$ cat src/rtl/zx_vram_pkg.sv
// Shared constants and the queued Z80 write entry type for the ZX frame RAM arbiter.
package zx_vram_pkg;

  localparam int          VRAM_AW     = 13;
  localparam logic [15:0] BASE        = 16'h4000;
  localparam logic [15:0] LAST        = 16'h5AFF;
  localparam logic [12:0] ATTR_OFFSET = 13'h1800;
  localparam int          FRAME_BYTES = 6912;

  typedef struct packed {
    logic [VRAM_AW-1:0] addr;
    logic [7:0]         data;
  } wr_entry_t;

endpackage

$ cat src/rtl/zx_wr_fifo.sv
// Small synchronous FIFO for captured Z80 writes; a push into a full FIFO with no
// simultaneous pop is discarded and flagged on the drop strobe.
module zx_wr_fifo
  import zx_vram_pkg::*;
#(
  parameter int DEPTH = 4
) (
  input  logic                     clk,
  input  logic                     srst,
  input  logic                     push,
  input  wr_entry_t                push_entry,
  input  logic                     pop,
  output wr_entry_t                head,
  output logic                     full,
  output logic                     empty,
  output logic [$clog2(DEPTH):0]   level,
  output logic                     drop
);

  localparam int PW = $clog2(DEPTH);

  wr_entry_t       mem [DEPTH];
  logic [PW-1:0]   wr_ptr_reg, rd_ptr_reg;
  logic [PW:0]     level_reg;
  logic            do_push, do_pop;

  assign empty   = (level_reg == '0);
  assign full    = (level_reg == (PW+1)'(DEPTH));
  assign do_pop  = pop && !empty;
  // A pop frees the slot in the same cycle, so a full FIFO can still accept.
  assign do_push = push && (!full || do_pop);
  assign drop    = push && full && !do_pop;
  assign head    = mem[rd_ptr_reg];
  assign level   = level_reg;

  always_ff @(posedge clk) begin
    if (do_push) mem[wr_ptr_reg] <= push_entry;
  end

  always_ff @(posedge clk) begin
    if (srst) begin
      wr_ptr_reg <= '0;
      rd_ptr_reg <= '0;
      level_reg  <= '0;
    end else begin
      if (do_push) wr_ptr_reg <= wr_ptr_reg + 1'b1;
      if (do_pop)  rd_ptr_reg <= rd_ptr_reg + 1'b1;
      case ({do_push, do_pop})
        2'b10:   level_reg <= level_reg + 1'b1;
        2'b01:   level_reg <= level_reg - 1'b1;
        default: level_reg <= level_reg;
      endcase
    end
  end

endmodule

$ cat src/rtl/zx_vram_arbiter.sv
// Single-port ZX frame RAM arbiter: video reads always win, Z80 writes are
// synchronised, edge-detected, queued and retired in idle slots.
module zx_vram_arbiter #(
  parameter int          DEPTH = 4,
  parameter int          AW    = zx_vram_pkg::VRAM_AW,
  parameter logic [15:0] BASE  = zx_vram_pkg::BASE,
  parameter logic [15:0] LAST  = zx_vram_pkg::LAST
) (
  input  logic                   CLK,
  input  logic                   RESET,
  input  logic [15:0]            Z80_A,
  input  logic [7:0]             Z80_D,
  input  logic                   Z80_WR_N,
  input  logic                   Z80_MREQ_N,
  input  logic                   vid_req,
  input  logic [AW-1:0]          vid_addr,
  output logic [7:0]             vid_rdata,
  output logic                   vid_rvalid,
  output logic [AW-1:0]          ram_addr,
  output logic                   ram_we,
  output logic [7:0]             ram_wdata,
  input  logic [7:0]             ram_rdata,
  output logic [$clog2(DEPTH):0] fifo_level,
  output logic                   wr_overflow,
  output logic [7:0]             drop_count
);

  import zx_vram_pkg::*;

  logic [15:0] a_s1_reg, a_s2_reg;
  logic [7:0]  d_s1_reg, d_s2_reg;
  logic        wr_s1_reg, wr_s2_reg, wr_s3_reg;
  logic        mreq_s1_reg, mreq_s2_reg;

  logic        wr_event, in_window, pop, fifo_empty, fifo_full, fifo_drop;
  wr_entry_t   push_entry, head;

  logic [AW-1:0] ram_addr_reg;
  logic [7:0]    ram_wdata_reg;
  logic          ram_we_reg, req_d1_reg, rvalid_reg, overflow_reg;
  logic [7:0]    drop_count_reg;

  // Strobes reset high so the edge detector sees an idle bus after reset.
  always_ff @(posedge CLK) begin
    if (RESET) begin
      a_s1_reg    <= '0;
      a_s2_reg    <= '0;
      d_s1_reg    <= '0;
      d_s2_reg    <= '0;
      wr_s1_reg   <= 1'b1;
      wr_s2_reg   <= 1'b1;
      wr_s3_reg   <= 1'b1;
      mreq_s1_reg <= 1'b1;
      mreq_s2_reg <= 1'b1;
    end else begin
      a_s1_reg    <= Z80_A;
      a_s2_reg    <= a_s1_reg;
      d_s1_reg    <= Z80_D;
      d_s2_reg    <= d_s1_reg;
      wr_s1_reg   <= Z80_WR_N;
      wr_s2_reg   <= wr_s1_reg;
      wr_s3_reg   <= wr_s2_reg;
      mreq_s1_reg <= Z80_MREQ_N;
      mreq_s2_reg <= mreq_s1_reg;
    end
  end

  assign in_window       = (a_s2_reg >= BASE) && (a_s2_reg <= LAST);
  assign wr_event        = !mreq_s2_reg && wr_s3_reg && !wr_s2_reg && in_window;
  assign push_entry.addr = VRAM_AW'(a_s2_reg - BASE);
  assign push_entry.data = d_s2_reg;
  assign pop             = !vid_req && !fifo_empty;

  zx_wr_fifo #(
    .DEPTH(DEPTH)
  ) u_fifo (
    .clk        (CLK),
    .srst       (RESET),
    .push       (wr_event),
    .push_entry (push_entry),
    .pop        (pop),
    .head       (head),
    .full       (fifo_full),
    .empty      (fifo_empty),
    .level      (fifo_level),
    .drop       (fifo_drop)
  );

  always_ff @(posedge CLK) begin
    if (RESET) begin
      ram_addr_reg   <= '0;
      ram_wdata_reg  <= '0;
      ram_we_reg     <= 1'b0;
      req_d1_reg     <= 1'b0;
      rvalid_reg     <= 1'b0;
      overflow_reg   <= 1'b0;
      drop_count_reg <= '0;
    end else begin
      if (vid_req) begin
        ram_addr_reg <= vid_addr;
        ram_we_reg   <= 1'b0;
      end else if (!fifo_empty) begin
        ram_addr_reg  <= head.addr;
        ram_wdata_reg <= head.data;
        ram_we_reg    <= 1'b1;
      end else begin
        ram_we_reg <= 1'b0;
      end
      // RAM data lands one cycle after the registered address.
      req_d1_reg <= vid_req;
      rvalid_reg <= req_d1_reg;
      if (fifo_drop) begin
        overflow_reg <= 1'b1;
        if (drop_count_reg != 8'hFF) drop_count_reg <= drop_count_reg + 1'b1;
      end
    end
  end

  assign ram_addr    = ram_addr_reg;
  assign ram_we      = ram_we_reg;
  assign ram_wdata   = ram_wdata_reg;
  assign vid_rdata   = ram_rdata;
  assign vid_rvalid  = rvalid_reg;
  assign wr_overflow = overflow_reg;
  assign drop_count  = drop_count_reg;

endmodule

$ cat config.mk
export PLATFORM = sky130hd
export DESIGN_NAME = zx_vram_arbiter
export DESIGN_NICKNAME = d
export VERILOG_FILES = /design/src/rtl/zx_vram_pkg.sv /design/src/rtl/zx_wr_fifo.sv /design/src/rtl/zx_vram_arbiter.sv
export SDC_FILE = /design/constraint.sdc
export NUM_CORES = 1
export LEC_CHECK = 0
export CAP_MARGIN = 15
export CORE_ASPECT_RATIO = 0.9
export CORE_UTILIZATION = 58
export CTS_CLUSTER_DIAMETER = 100
export DETAILED_ROUTE_END_ITERATION = 8
export GPL_TIMING_DRIVEN = 0
export PLACE_DENSITY = 0.84
export SYNTH_ARGS = -nofsm -noshare
export SYNTH_HDL_FRONTEND = slang
export SYNTH_SLANG_ARGS = --single-unit
$ cat constraint.sdc
create_clock -name CLK -period 6.8 [get_ports CLK]
set_clock_uncertainty 0.2 [all_clocks]
set_input_delay 1.36 -clock CLK [delete_from_list [all_inputs] [get_ports CLK]]
set_output_delay 1.36 -clock CLK [all_outputs]
set_load 0.01 [all_outputs]
* Word level (Yosys, flattened, before mapping) *
Memories as Yosys holds them, arrays and structs flattened. A register that Yosys moved wholly into a read port is not among the register bits.
Index checks and enable logic that the tools add are counted.

word-level totals
  memories = 1
  output and inout bits = 43
  register bits after elaboration = 93
  bits in writable memories = 84
  bits of input ports = 50
  word-level logic and storage cells = 64

cells by class
  bitwise operators = 2
  $add $sub $neg = 6
  reductions and logical operators = 21
  multiplexer cells = 8
  $lt $le $gt $ge = 2
  equal/unequal tests = 5

memories
  memory      depth  width  rd ports  clocked after memory_dff  wr ports  RTL line          RTL
  u_fifo.mem  4      21     1         1                         1         zx_wr_fifo.sv:22  wr_entry_t mem [DEPTH];

operator list
  kind                                                                  count
  2-to-1 mux 13 bit                                                     2
  greater-or-equal comparator 16 x 15 -> 1 bit (second input constant)  1
  <= comparator 16 x 15 -> 1 bit (second input constant)                1
  subtractor 13 x 1 -> 13 bit (second input constant)                   1
  logical AND 1 bit                                                     9
  adder 8 x 1 -> 8 bit (second input constant)                          1
  inequality test 8 bit (second input constant)                         1
  zero test 1 bit                                                       6
  case mux 3 bit (2 select lines)                                       1
  adder 2 x 1 -> 2 bit (second input constant)                          2
  2-to-1 mux 2 bit                                                      2
  AND reduction 2 bit                                                   2
  adder 3 x 1 -> 3 bit (second input constant)                          1
  == test 3 bit (second input constant)                                 1
  zero test 3 bit                                                       1
  2-to-1 mux 1 bit                                                      3
  subtractor 3 x 1 -> 3 bit (second input constant)                     1
  == test 2 x 1 -> 1 bit (second input constant)                        1
  == test 2 bit (second input constant)                                 1
  inequality test 2 bit (second input constant)                         1
  inverter 1 bit                                                        2
  nonzero test 2 bit                                                    1
  OR reduction 2 bit                                                    1
  logical OR 1 bit                                                      1

* Logic depth before layout (Yosys ltp) *
  word-level depth = 8
  gate-level depth with buffers = 10
  mapped depth without buffers = 10

* Cells and area by module *
From an unflattened synthesis, not the netlist that was laid out.

unflattened totals
  cell total of the unflattened synthesis = 443
  area total of the unflattened synthesis = 6,525.0 um2

by module, submodules not included
  module           cells each  sequential area each (um2)  times used  area each (um2)
  zx_wr_fifo       170         2,702.6                     1           3,557.2
  zx_vram_arbiter  273         1,721.7                     1           2,967.8

* Least setup slack after synthesis *
Ideal clock, no wire load.

  path kind = input-to-reg
  from = input port vid_req
  to = register u_fifo.level_reg[2], in the netlist u_fifo.level[2]
  data arrival time = 3,216 ps
  setup time = 70 ps
  stages = 10
  path buffers = 2
  slack = 3,313 ps
  required time = 6,530 ps
  path through = buf_6 or2_2 buf_2 inv_2 ha_1 inv_1 fa_1 xor2_1 or3_1 a21oi_1

between the ends
  word-level cells in the longest chain between the ends = 7
  elaborated cells between the ends (all ways) = 9
  classes of those cells = 2 x eq/ne; 1 x mux; 6 x reduce/logical

RTL lines
  what                                                                   RTL line               RTL
  start: declaration                                                     zx_vram_arbiter.sv:15  input logic vid_req,
  zero test 1 bit (*)                                                    zx_vram_arbiter.sv:72  assign pop = !vid_req && !fifo_empty;
  logical AND 1 bit (*)                                                  zx_vram_arbiter.sv:72
  named net pop                                                          zx_vram_arbiter.sv:35  logic wr_event, in_window, pop, fifo_empty, fifo_full, fifo_drop;
  logical AND 1 bit (*)                                                  zx_wr_fifo.sv:29       assign do_pop = pop && !empty;
  logical OR 1 bit                                                       zx_wr_fifo.sv:31       assign do_push = push && (!full || do_pop);
  logical AND 1 bit                                                      zx_wr_fifo.sv:31
  == test 2 x 1 -> 1 bit or == test 2 bit (tied branches)                zx_wr_fifo.sv:48       case ({do_push, do_pop})
  case mux 3 bit (2 select lines) or nonzero test 2 bit (tied branches)  -
  end signal: assignment                                                 zx_wr_fifo.sv:49       2'b10: level_reg <= level_reg + 1'b1;
  end signal: assignment                                                 zx_wr_fifo.sv:50       2'b01: level_reg <= level_reg - 1'b1;
  end signal: assignment                                                 zx_wr_fifo.sv:51       default: level_reg <= level_reg;
  end: declaration                                                       zx_wr_fifo.sv:24       logic [PW:0] level_reg;

Mark *: on every way through the listed nets, which the timed path passes. The rest lies on a longest branch.
A chain may end at the register's enable or synchronous reset.

* Worst setup path after layout *
  from = input port ram_rdata[7]
  to = output port vid_rdata[7]

RTL lines
  what                RTL line               RTL
  start: declaration  zx_vram_arbiter.sv:22  input logic [7:0] ram_rdata,
  end: declaration    zx_vram_arbiter.sv:17  output logic [7:0] vid_rdata,

No word-level cell between the ends.

==> metrics.md <==
| Metric | Value |
|---|---|
| Status | complete, no violations |
| Worst Path Required | between 5 and 6 ns |
| Ant. Diodes | 0 |
| Syn Area/Cell | 14.70 sq um |
| Headroom to the max-slew limit | 0.1912 |
| Root cell of the clock tree | clkbuf_16 |
| R2R Path End | u_fifo.level[2]$_SDFFE_PP0P_ |
| CP endpoint | vid_rdata[7] |
| Die width | about 110 um |
| GPL Wtd Cong | a little under 0.8 |
| Initial core utilization | 0.6094 |
| Worst hold path cell count | 1 |
| Syn Nets | a little under 500 |
| GRT Total Usage | 0.2390 |
| Pin count of the biggest net entering global routing | 22 |
| Clk_lat worst skew | between 0.4 and 0.5 ns |
| Max reg flops | 84 |
| Crit. End Element | primary output |
| Worst-path clk slew | approximately 0.070 ns |
| DRT Pass-1 Iters | 4 |
| Peak Freq | 283.9 MHz |
| DRC viols | 0 |
| Routed WL | between 10000 and 15000 um |
| Area growth, synth to finish | 24.62% |
| First-pass GRT wire length | 19760 um |
| Worst r2r src | a_s2_reg[9]$_SDFF_PP0_ |
| Vias in the first global route | 3873 |
| Vias per Instance | between 5 and 6 |
| Post-route antenna net violation count | 0 |
| Fill cell count | ~650 |
| Final setup fails | 0 |
| Final worst path period share | 0.5180 |
| Clock Path Buffers | 2 |
| Final Max Tran Viols | 0 |
| Worst setup startpoint | ram_rdata[7] |
| Worst path max stage delay | approximately 0.53 ns |
| Shortest period the worst path allows | around 3.5 ns |
| Final net count | a little under 600 |
| Hpwl dp | 8024 um |
| Share of layout cells above drive strength 1 | 0.1369 |
| Mapped Area | around 6400 sq um |
| Pleak | 2.735 nW |
| Critical path, cell by cell | buf_4 > clkdlybuf4s50_1 |
| Yosys reg bits | around 180 |
| Worst Reg-to-Reg Cells | 10 |
| Arr. time, crit path | 1.96 ns |
| Critical path class | input port to primary output |
| Layout Cells excl Fill | 677 |
| Post-CTS Setup Bufs | 0 |
| Input/output buffers | 82 |
| Setup crit start kind | input port |
| Core Rows | 35 |
| Final core utilization | 0.7595 |
| Mapped Cells | 434 |
| MaxCap Viol Count | 0 |
| Setup TNS | 0 ns |
| Final hold vios | 0 |
| WP depth | 2 |
| Clock sinks | between 150 and 200 |
| Crit path max-delay family | buffers and inverters |
| Distinct cells, synth | approximately 40 |
| Detailed-route via count | between 3000 and 4000 |
| Die Y | roughly 100 um |
| Cell Pwr Density | between 200 and 300 nW/um^2 |
| Core Region | around 10000 sq um |
| Die ar. | ~11000 sq um |
| Seq/Total Area, Yosys | 0.6936 |
| CP bufs+invs | 2 |
| CTS tree | done |
| Peak supply drop | between 0.2 and 0.25 mV |
| Htree depth | 4 |
| IO Pins | between 90 and 100 |
| Crit-path max FO | 1 |
| Min-delay worst type | flip-flop to flip-flop |
| Initial antenna violation count | 0 |
| Yosys warns | 0 |
| Worst-Margin Slew | around 1.2 ns |
| Unrepaired setup endpoints after global routing | no |
| Iter 0 DRT Violations | 307 |
| Slowest-stage cell, CP | clkdlybuf4s50_1 |
| GRT Residual Overflow | 0 |
| Total CTS buffers | 17 |
| R2R Setup Slk | around 3.8 ns |
| Inst Count DP | approximately 650 |
| WL per Instance | about 19 um |
| Cts hold-fix bufs | 0 |
| Cts repair resizes | 0 |
[cells by family after synthesis]
group                      count (synthesis)  share of synthesized area
muxes                                     35                    0.09611
AOI/OAI and AO/OA                         45                    0.04786
buffers and inverters                     37                    0.02825
adders and majority gates                  7                    0.01491
xor gates and xnor gates                   5                   0.006867
DFF                                      179                     0.6936
and+or+nand+nor                          126                     0.1124
[layout by cell type (no fill, tap or decap), types with 2 or more instances in the layout]
cell / n
nor2b_1: 52
edfxtp_1: 84
clkbuf_16: 17
buf_4: 8
clkbuf_1: 13
or3_1: 3
dfxtp_1: 95
clkdlybuf4s50_1: 82
and2_1: 5
a21oi_1: 19
inv_6: 5
nand2_1: 19
inv_8: 5
o21ai_0: 4
mux4_2: 21
clkinv_8: 2
or2_2: 6
xor2_1: 2
xnor2_1: 3
buf_2: 3
a211oi_1: 13
o31ai_1: 4
buf_1: 4
nor2_1: 25
or4_1: 4
inv_1: 7
nand3_1: 2
and3_1: 2
ha_1: 6
mux2i_1: 14
[synth_stat cells]
cell type   n  area share
a211o_1     1      0.0014
a211oi_1   13       0.015
a21oi_1    19       0.015
a311oi_1    1      0.0014
and2_1      5      0.0049
and3_1      2      0.0020
and4_1      1      0.0014
and4bb_4    1      0.0026
buf_1       4      0.0024
buf_2       3      0.0024
buf_4       8      0.0094
buf_6       1      0.0018
clkbuf_1   13      0.0077
dfxtp_1    95        0.30
edfxtp_1   84        0.40
fa_1        1      0.0031
ha_1        6       0.012
inv_1       7      0.0041
inv_2       1     0.00059
mux2i_1    14       0.022
mux4_2     21       0.074
nand2_1    19       0.011
nand2b_1    1     0.00098
nand3_1     2      0.0016
nand3b_1    1      0.0012
nand4bb_1   1      0.0018
nor2_1     25       0.015
nor2b_1    52       0.051
nor3_1      1     0.00078
nor3b_1     1      0.0012
nor4b_4     1      0.0037
o2111a_1    1      0.0018
o2111ai_4   1      0.0041
o211ai_1    1      0.0012
o21ai_0     4      0.0031
o31ai_1     4      0.0047
or2_2       6      0.0059
or3_1       3      0.0029
or4_1       4      0.0047
xnor2_1     3      0.0041
xor2_1      2      0.0027
[per-layer routing]
layer	up-vias	GRT usage	share of wire
met2	176	0.4183	0.52
met3	21	0.05266	0.068
met4	0	0.1221	0.015
met5	-	0	0
li1	1752	-	-
met1	1873	0.2821	0.40
[layout make-up]
type	count	area, sq um	area share
sequential	179	4424	0.5566
tap	129	161.4	0.02031
timing repair buffer	82	820.8	0.1033
clock buffer	18	439.2	0.05525
inverter	8	30.03	0.003778
buffer	29	150.1	0.01889
clock inverter	14	148.9	0.01873
multi-input combinational	218	1774	0.2232
[worst min path at each step]
stage	to	slack, ns	startpoint
floorplan	mreq_s2_reg$_SDFF_PP1_	0.19	mreq_s1_reg$_SDFF_PP1_
detailed placement	wr_s2_reg$_SDFF_PP1_	0.20	wr_s1_reg$_SDFF_PP1_
global route	wr_s2_reg$_SDFF_PP1_	0.23	wr_s1_reg$_SDFF_PP1_
finish	wr_s2_reg$_SDFF_PP1_	0.21	wr_s1_reg$_SDFF_PP1_
CTS	wr_s2_reg$_SDFF_PP1_	0.21	wr_s1_reg$_SDFF_PP1_
global placement	wr_s2_reg$_SDFF_PP1_	0.20	wr_s1_reg$_SDFF_PP1_
[metrics by stage]
stage | instance area (sq um) | hold WS [ns] | setup slack, ns | total power (W)
6_report | 7949 | 0.2116 | 3.277 | 0.002204
5_1_grt | 7949 | 0.2329 | 3.258 | 0.002266
4_1_cts | 7949 | 0.2128 | 3.267 | 0.002212
3_5_place_dp | 7361 | 0.1956 | 3.023 | 0.001270
3_3_place_gp | 7361 | 0.1958 | 3.146 | 0.001266
2_1_floorplan | 6379 | 0.1895 | 3.313 | 0.001217
[power by group]
group	leakage [nW]	internal (W)	total, W	switching (W)
Clock	0.288	0.000503	0.000958	0.000455
Combinational	0.919	0.0000538	0.0000900	0.0000362
Sequential	1.53	0.00114	0.00116	0.0000120
Total	2.74	0.00170	0.00220	0.000503
(Power assumes the default switching activity.)
==> RTL change 1 (config.mk and constraints unchanged) <==
Reset style: asynchronous (`RESET` and `srst`), changed in 3 clocked blocks.
--- a/src/rtl/zx_wr_fifo.sv
+++ b/src/rtl/zx_wr_fifo.sv
@@ -37,7 +37,7 @@
     if (do_push) mem[wr_ptr_reg] <= push_entry;
   end
 
-  always_ff @(posedge clk) begin
+  always_ff @(posedge clk or posedge srst) begin
     if (srst) begin
       wr_ptr_reg <= '0;
       rd_ptr_reg <= '0;
--- a/src/rtl/zx_vram_arbiter.sv
+++ b/src/rtl/zx_vram_arbiter.sv
@@ -41,7 +41,7 @@
   logic [7:0]    drop_count_reg;
 
   // Strobes reset high so the edge detector sees an idle bus after reset.
-  always_ff @(posedge CLK) begin
+  always_ff @(posedge CLK or posedge RESET) begin
     if (RESET) begin
       a_s1_reg    <= '0;
       a_s2_reg    <= '0;
@@ -86,7 +86,7 @@
     .drop       (fifo_drop)
   );
 
-  always_ff @(posedge CLK) begin
+  always_ff @(posedge CLK or posedge RESET) begin
     if (RESET) begin
       ram_addr_reg   <= '0;
       ram_wdata_reg  <= '0;
Check against the original RTL: differs if RESET is asserted again (counterexample within 4 cycles, from zero or initial values and one cycle with RESET high); with RESET held inactive, the same outputs for 10 cycles.
==> RTL change 1 against the unedited design <==
  * The run now ends with design-rule violations left
  * Critical path depth rose by 3
  * Final cell count fell by 15%
  * Sequential share of layout area increased by 5.8 points
  * Setup slack lost 0.051 ns
  * Wire length down 15%
  * Register-to-register slack better by 0.25 ns
  * Design area is 0.68% lower
  * Synthesized area fell by 0.96%
  * Sequential cell count decreased by 2
Power is not compared: it rests on default switching activity, and its combinational part moved more than twofold at a synthesized area within 25%.
==> RTL change 1: results (changes against the unedited design) <==
layout-drive-gt1-share_pct: 19.9  # +6.2 points
largest_reg_flops: 84  # unchanged
cp.arrival_ns: 3.40  # +1.44 ns
numPortBuffers: 84  # +2.4%
cts.path.max_buffers: 2  # unchanged
nets: 491  # -17%
post_cts_buffers: 0  # unchanged
first_global_vias: 3343  # -14%
grt_max_degree: 64  # +190%
synth_area_leaders: "edfxtp_1 40%, dfrtp_1 35%, mux4_2 7.5%, mux2i_1 2.2%, mux2_2 2.1%"
drc: 6  # +6
post_drt_via_cell_ratio: 5.48  # -2.9%
clk_latency_ns: 0.41  # -0.02 ns
drt_iter0_drc: 141  # -54%
cpPeakStageDelay_ns: 0.92  # +0.39 ns
n_fill_cell: 583  # -10%
wl_met1_microns: 4390  # -14%
grt_use_met3_pct: 6.01  # +0.75 points
antenna_found_initial: 0  # unchanged
track_usage_pct: 21.3  # -2.6 points
wl_met3_microns: 656  # -24%
fin_util_pct: 75.8  # -0.20 points
postPlaceCellArea_sq_um: 7350  # -0.15%
clk_pin_slew_ns: 0.07  # about the same
met2_length_microns: 5590  # -15%
grt_use_met2_pct: 35.2  # -6.7 points
antenna_cells: 0  # unchanged
highest_layer: "met4"
gp_congestion: 0.706  # -9.7%
cts_made_buffers: 17  # unchanged
synth_common_cells: "88 x dfrtp_1, 84 x edfxtp_1, 21 x mux4_2"
grt_use_met1_pct: 27.1  # -1.1 points
crit_family: "simple AND/OR/NAND/NOR gates"
async_reset_ff_share_pct: 52.5  # +53 points
pre_cts_ws_ns: 2.80  # -0.222 ns
dp_hpwl_microns: 6500  # -19%
cts_resized: 0  # unchanged
synth_edf_count: 84  # unchanged
crit_path_max_fanout: 21  # +20
violations: "design-rule violations"
cp_slowest_cell: "and2_1"
synth_fp_nets: 387  # -21%
synth_top_flop_cell: "dfrtp_1"
cts_root_buffer: "clkbuf_16"
status: "complete, but fails checks"
synth.distinct_cells: 34  # -17%
cts_hold_buf: 0  # unchanged
worstMarginPinSlew_ns: 1.11  # -0.102 ns
worst_ir_drop_vdd_uv: 245
h-tree-depth: 4  # unchanged
wl_microns: 10800  # -15%
hold_path.class: "reg -> reg"
grt_pass1_wl_microns: 17300  # -12%
drt-pass1-iter-count: 6  # +2
synth_seq_area_share_pct: 76.9  # +7.5 points
yosys_warnings: 0  # unchanged
-- RTL change 1: cell types whose count changed after synthesis, sizes merged, moves of 5 or more --
cell / change
nand2: -14
or2: -6
xor2: +5
a21oi: -5
nor2: -6
mux2: +12
dfrtp: +88
nor2b: -51
clkbuf: -10
dfxtp: -95
a211oi: -13
dfstp: +5
-- RTL change 1: final timing paths --
kind,end,cells past startpoint,slack [ns],start
min in group asynchronous,d_s1_reg[3],2,1.11,RESET
max reg2reg,u_fifo.mem[3][17],4,4.01,a_s2_reg[8]
max,u_fifo.mem[3][17],5,3.23,vid_req
min,a_s2_reg[2],0,0.14,a_s1_reg[2]
min reg2reg,a_s2_reg[2],0,0.14,a_s1_reg[2]
max in group asynchronous,wr_s3_reg,3,4.61,RESET
-- RTL change 1: per-stage QoR --
stage	std cells	hold slack (ns)
floorplan	330	0.131
global placement	543	0.132
detailed placement	544	0.135
CTS	576	0.138
global route	576	0.141
finish	576	0.137
-- RTL change 1: kinds of logic after synthesis --
kind of cell,count (synthesis),synth area share (%)
adders and majority gates,7,1.51
buffers and inverters,28,2.46
DFF,177,76.9
xor gates and xnor gates,11,1.53
and+or+nand+nor,42,3.94
muxes,47,11.8
AOI/OAI and AO/OA,18,1.86
-- RTL change 1: final cells by class --
type	instances	share of cell area, %
Inverter	9	0.460
Clock inverter	12	1.38
Sequential cell	177	61.5
Multi-Input combinational cell	125	16.5
Timing Repair Buffer	85	11.0
Buffer	19	1.54
Clock buffer	20	5.53
Tap cell	129	2.04
-- RTL change 1: power breakdown --
group	leakage (nW)	internal (W)	total (W)	switching [W]
Clock	0.256	0.000505	0.000892	0.000387
Combinational	0.934	0.000352	0.000618	0.000266
Sequential	1.85	0.00123	0.00130	0.0000706
Total	3.04	0.00208	0.00281	0.000723
==> RTL change 2 (config.mk and constraints unchanged) <==
Without the edit above. `DEPTH` is set to 4 in 2 places; all go to 8.
--- a/src/rtl/zx_wr_fifo.sv
+++ b/src/rtl/zx_wr_fifo.sv
@@ -3,7 +3,7 @@
 module zx_wr_fifo
   import zx_vram_pkg::*;
 #(
-  parameter int DEPTH = 4
+  parameter int DEPTH = 8
 ) (
   input  logic                     clk,
   input  logic                     srst,
--- a/src/rtl/zx_vram_arbiter.sv
+++ b/src/rtl/zx_vram_arbiter.sv
@@ -1,7 +1,7 @@
 // Single-port ZX frame RAM arbiter: video reads always win, Z80 writes are
 // synchronised, edge-detected, queued and retired in idle slots.
 module zx_vram_arbiter #(
-  parameter int          DEPTH = 4,
+  parameter int          DEPTH = 8,
   parameter int          AW    = zx_vram_pkg::VRAM_AW,
   parameter logic [15:0] BASE  = zx_vram_pkg::BASE,
   parameter logic [15:0] LAST  = zx_vram_pkg::LAST
Interface: changed (resized fifo_level); port bits go from 93 to 94. The function was not compared with the original's and may differ.
==> RTL change 2 against the unedited design <==
  * The run now ends with design-rule violations left
  * Wire length increased by 65%
  * Critical path depth increased by 10
  * Core utilization decreased by 2.9 points
  * Largest cell class unchanged
  * Non-clock buffer count increased by 24
  * Synthesized area increased by 54%
  * Synthesized cell count increased by 37%
  * Design area increased by 50%
  * Sequential cell count increased by 88
  * Total power increased by 47%
  * Setup slack got worse by 0.79 ns
==> RTL change 2: results (changes against the unedited design) <==
status: "complete, but fails checks"
violations: "design-rule violations"
synth_seq_area_share_pct: 71.5  # +2.1 points
leakagePower_nw: 4.04  # +48%
synth_area_leaders: "edfxtp_1 51%, dfxtp_1 20%, mux4_2 6.9%, nor2b_1 3.8%, mux4_1 3.2%"
drt-pass1-iter-count: 7  # +3
r2r_slack_ns: 3.27  # -0.49 ns
dp_hpwl_microns: 13300  # +66%
nets: 773  # +31%
vias: 5601  # +47%
wl_per_cell_microns: 22.2  # +18%
startpoint: "vid_req"
layout-drive-gt1-share_pct: 17.1  # +3.4 points
crit_path_max_fanout: 11  # +10
postPlaceCellArea_sq_um: 11100  # +51%
gp_congestion: 0.842  # +7.7%
crit_path_end: "u_fifo.level[2]"
clk_latency_ns: 0.53  # +0.10 ns
reg2reg_depth: 12  # +2
grt_pass1_wl_microns: 32200  # +63%
track_usage_pct: 24.9  # +1.0 points
dp.cells: 896  # +39%
drc: 5  # +5
layoutNonFillerInstCount: 944  # +39%
largest_reg_flops: 168  # +100%
relSlewSlack_pct: 31.6  # +12 points
cts_made_buffers: 26  # +9
worst_ir_drop_vdd_uv: 222  # +5.0%
rr_startpoint: "u_fifo.level[1]"
==> RTL change 2: changes by cell type in the layout (fill, tap and decap cells not counted), sizes merged, moves of 6 or more <==
cell,change
clkbuf,+26
mux2,+12
buf,+17
a222oi,+7
o21ai,+6
nor2,+7
nor2b,+7
inv,-11
nand2,-12
edfxtp,+84
mux4,+21
==> RTL change 2: metrics by stage <==
stage          utilization (%)  power, W
3_5_place_dp              67.9   0.00187
6_report                  73.0   0.00324
4_1_cts                   73.0   0.00325
3_3_place_gp              66.8   0.00187
2_1_floorplan                -   0.00182
5_1_grt                   73.0   0.00332
==> RTL change 2: cell type report <==
| cell class | count | area [sq um] |
|---|---|---|
| flip-flops and latches | 267 | 7030 |
| clock inverters | 9 | 71.3 |
| clock buffers | 39 | 771 |
| well taps | 207 | 259 |
| repair buffers | 95 | 957 |
| fillers | 939 | 4410 |
| multi-input cells | 280 | 2610 |
| inverters | 7 | 26.3 |
| plain buffers | 40 | 215 |
==> RTL change 2: kinds of logic (layout without fill, tap and decap cells) <==
family | count (synthesis) | after routing | share of synthesized area, %
XOR/XNOR | 5 | 5 | 0.446
flip-flops | 267 | 267 | 71.5
AND/OR/NAND/NOR | 141 | 141 | 7.98
adder cells (fa/ha/maj) | 6 | 6 | 0.764
buffers and inverters | 47 | 190 | 2.46
multiplexers | 69 | 69 | 13.0
AO/OA/AOI/OAI | 59 | 59 | 3.88
==> RTL change 2: metal layers <==
metal	wire, microns	track usage, %	up-vias
li1	-	-	2498
met1	8340	31.1	2789
met2	10500	42.8	253
met3	1440	5.13	61
met4	752	10.2	0
met5	0	0	-
==> RTL change 2: critical path: stages <==
cell and delay (ns):
clkdlybuf4s50_1 0.42, clkbuf_1 0.23, or2_2 0.37, inv_1 0.13, clkbuf_1 0.68, ha_1 0.38, xor2_1 0.18, ha_1 0.16
a21oi_1 0.05, xor2_1 0.16, or3_1 0.31, a21oi_1 0.14
==> RTL change 2: worst min path at each step <==
| stage | startpoint | end | slack [ns] | cells after the start |
|---|---|---|---|---|
| 2_1_floorplan | mreq_s1_reg | mreq_s2_reg | 0.19 | 1 |
| 3_3_place_gp | mreq_s1_reg | mreq_s2_reg | 0.19 | 1 |
| 3_5_place_dp | wr_s1_reg | wr_s2_reg | 0.21 | 1 |
| 4_1_cts | wr_s1_reg | wr_s2_reg | 0.21 | 1 |
| 5_1_grt | wr_s1_reg | wr_s2_reg | 0.23 | 1 |
| 6_report | wr_s1_reg | wr_s2_reg | 0.21 | 1 |
==> RTL change 2: where the power goes <==
part / switching [W] / internal (W) / total [W]
Combinational: 0.0000377 / 0.0000511 / 0.0000888
Clock: 0.000584 / 0.000820 / 0.00140
Sequential: 0.0000153 / 0.00173 / 0.00175
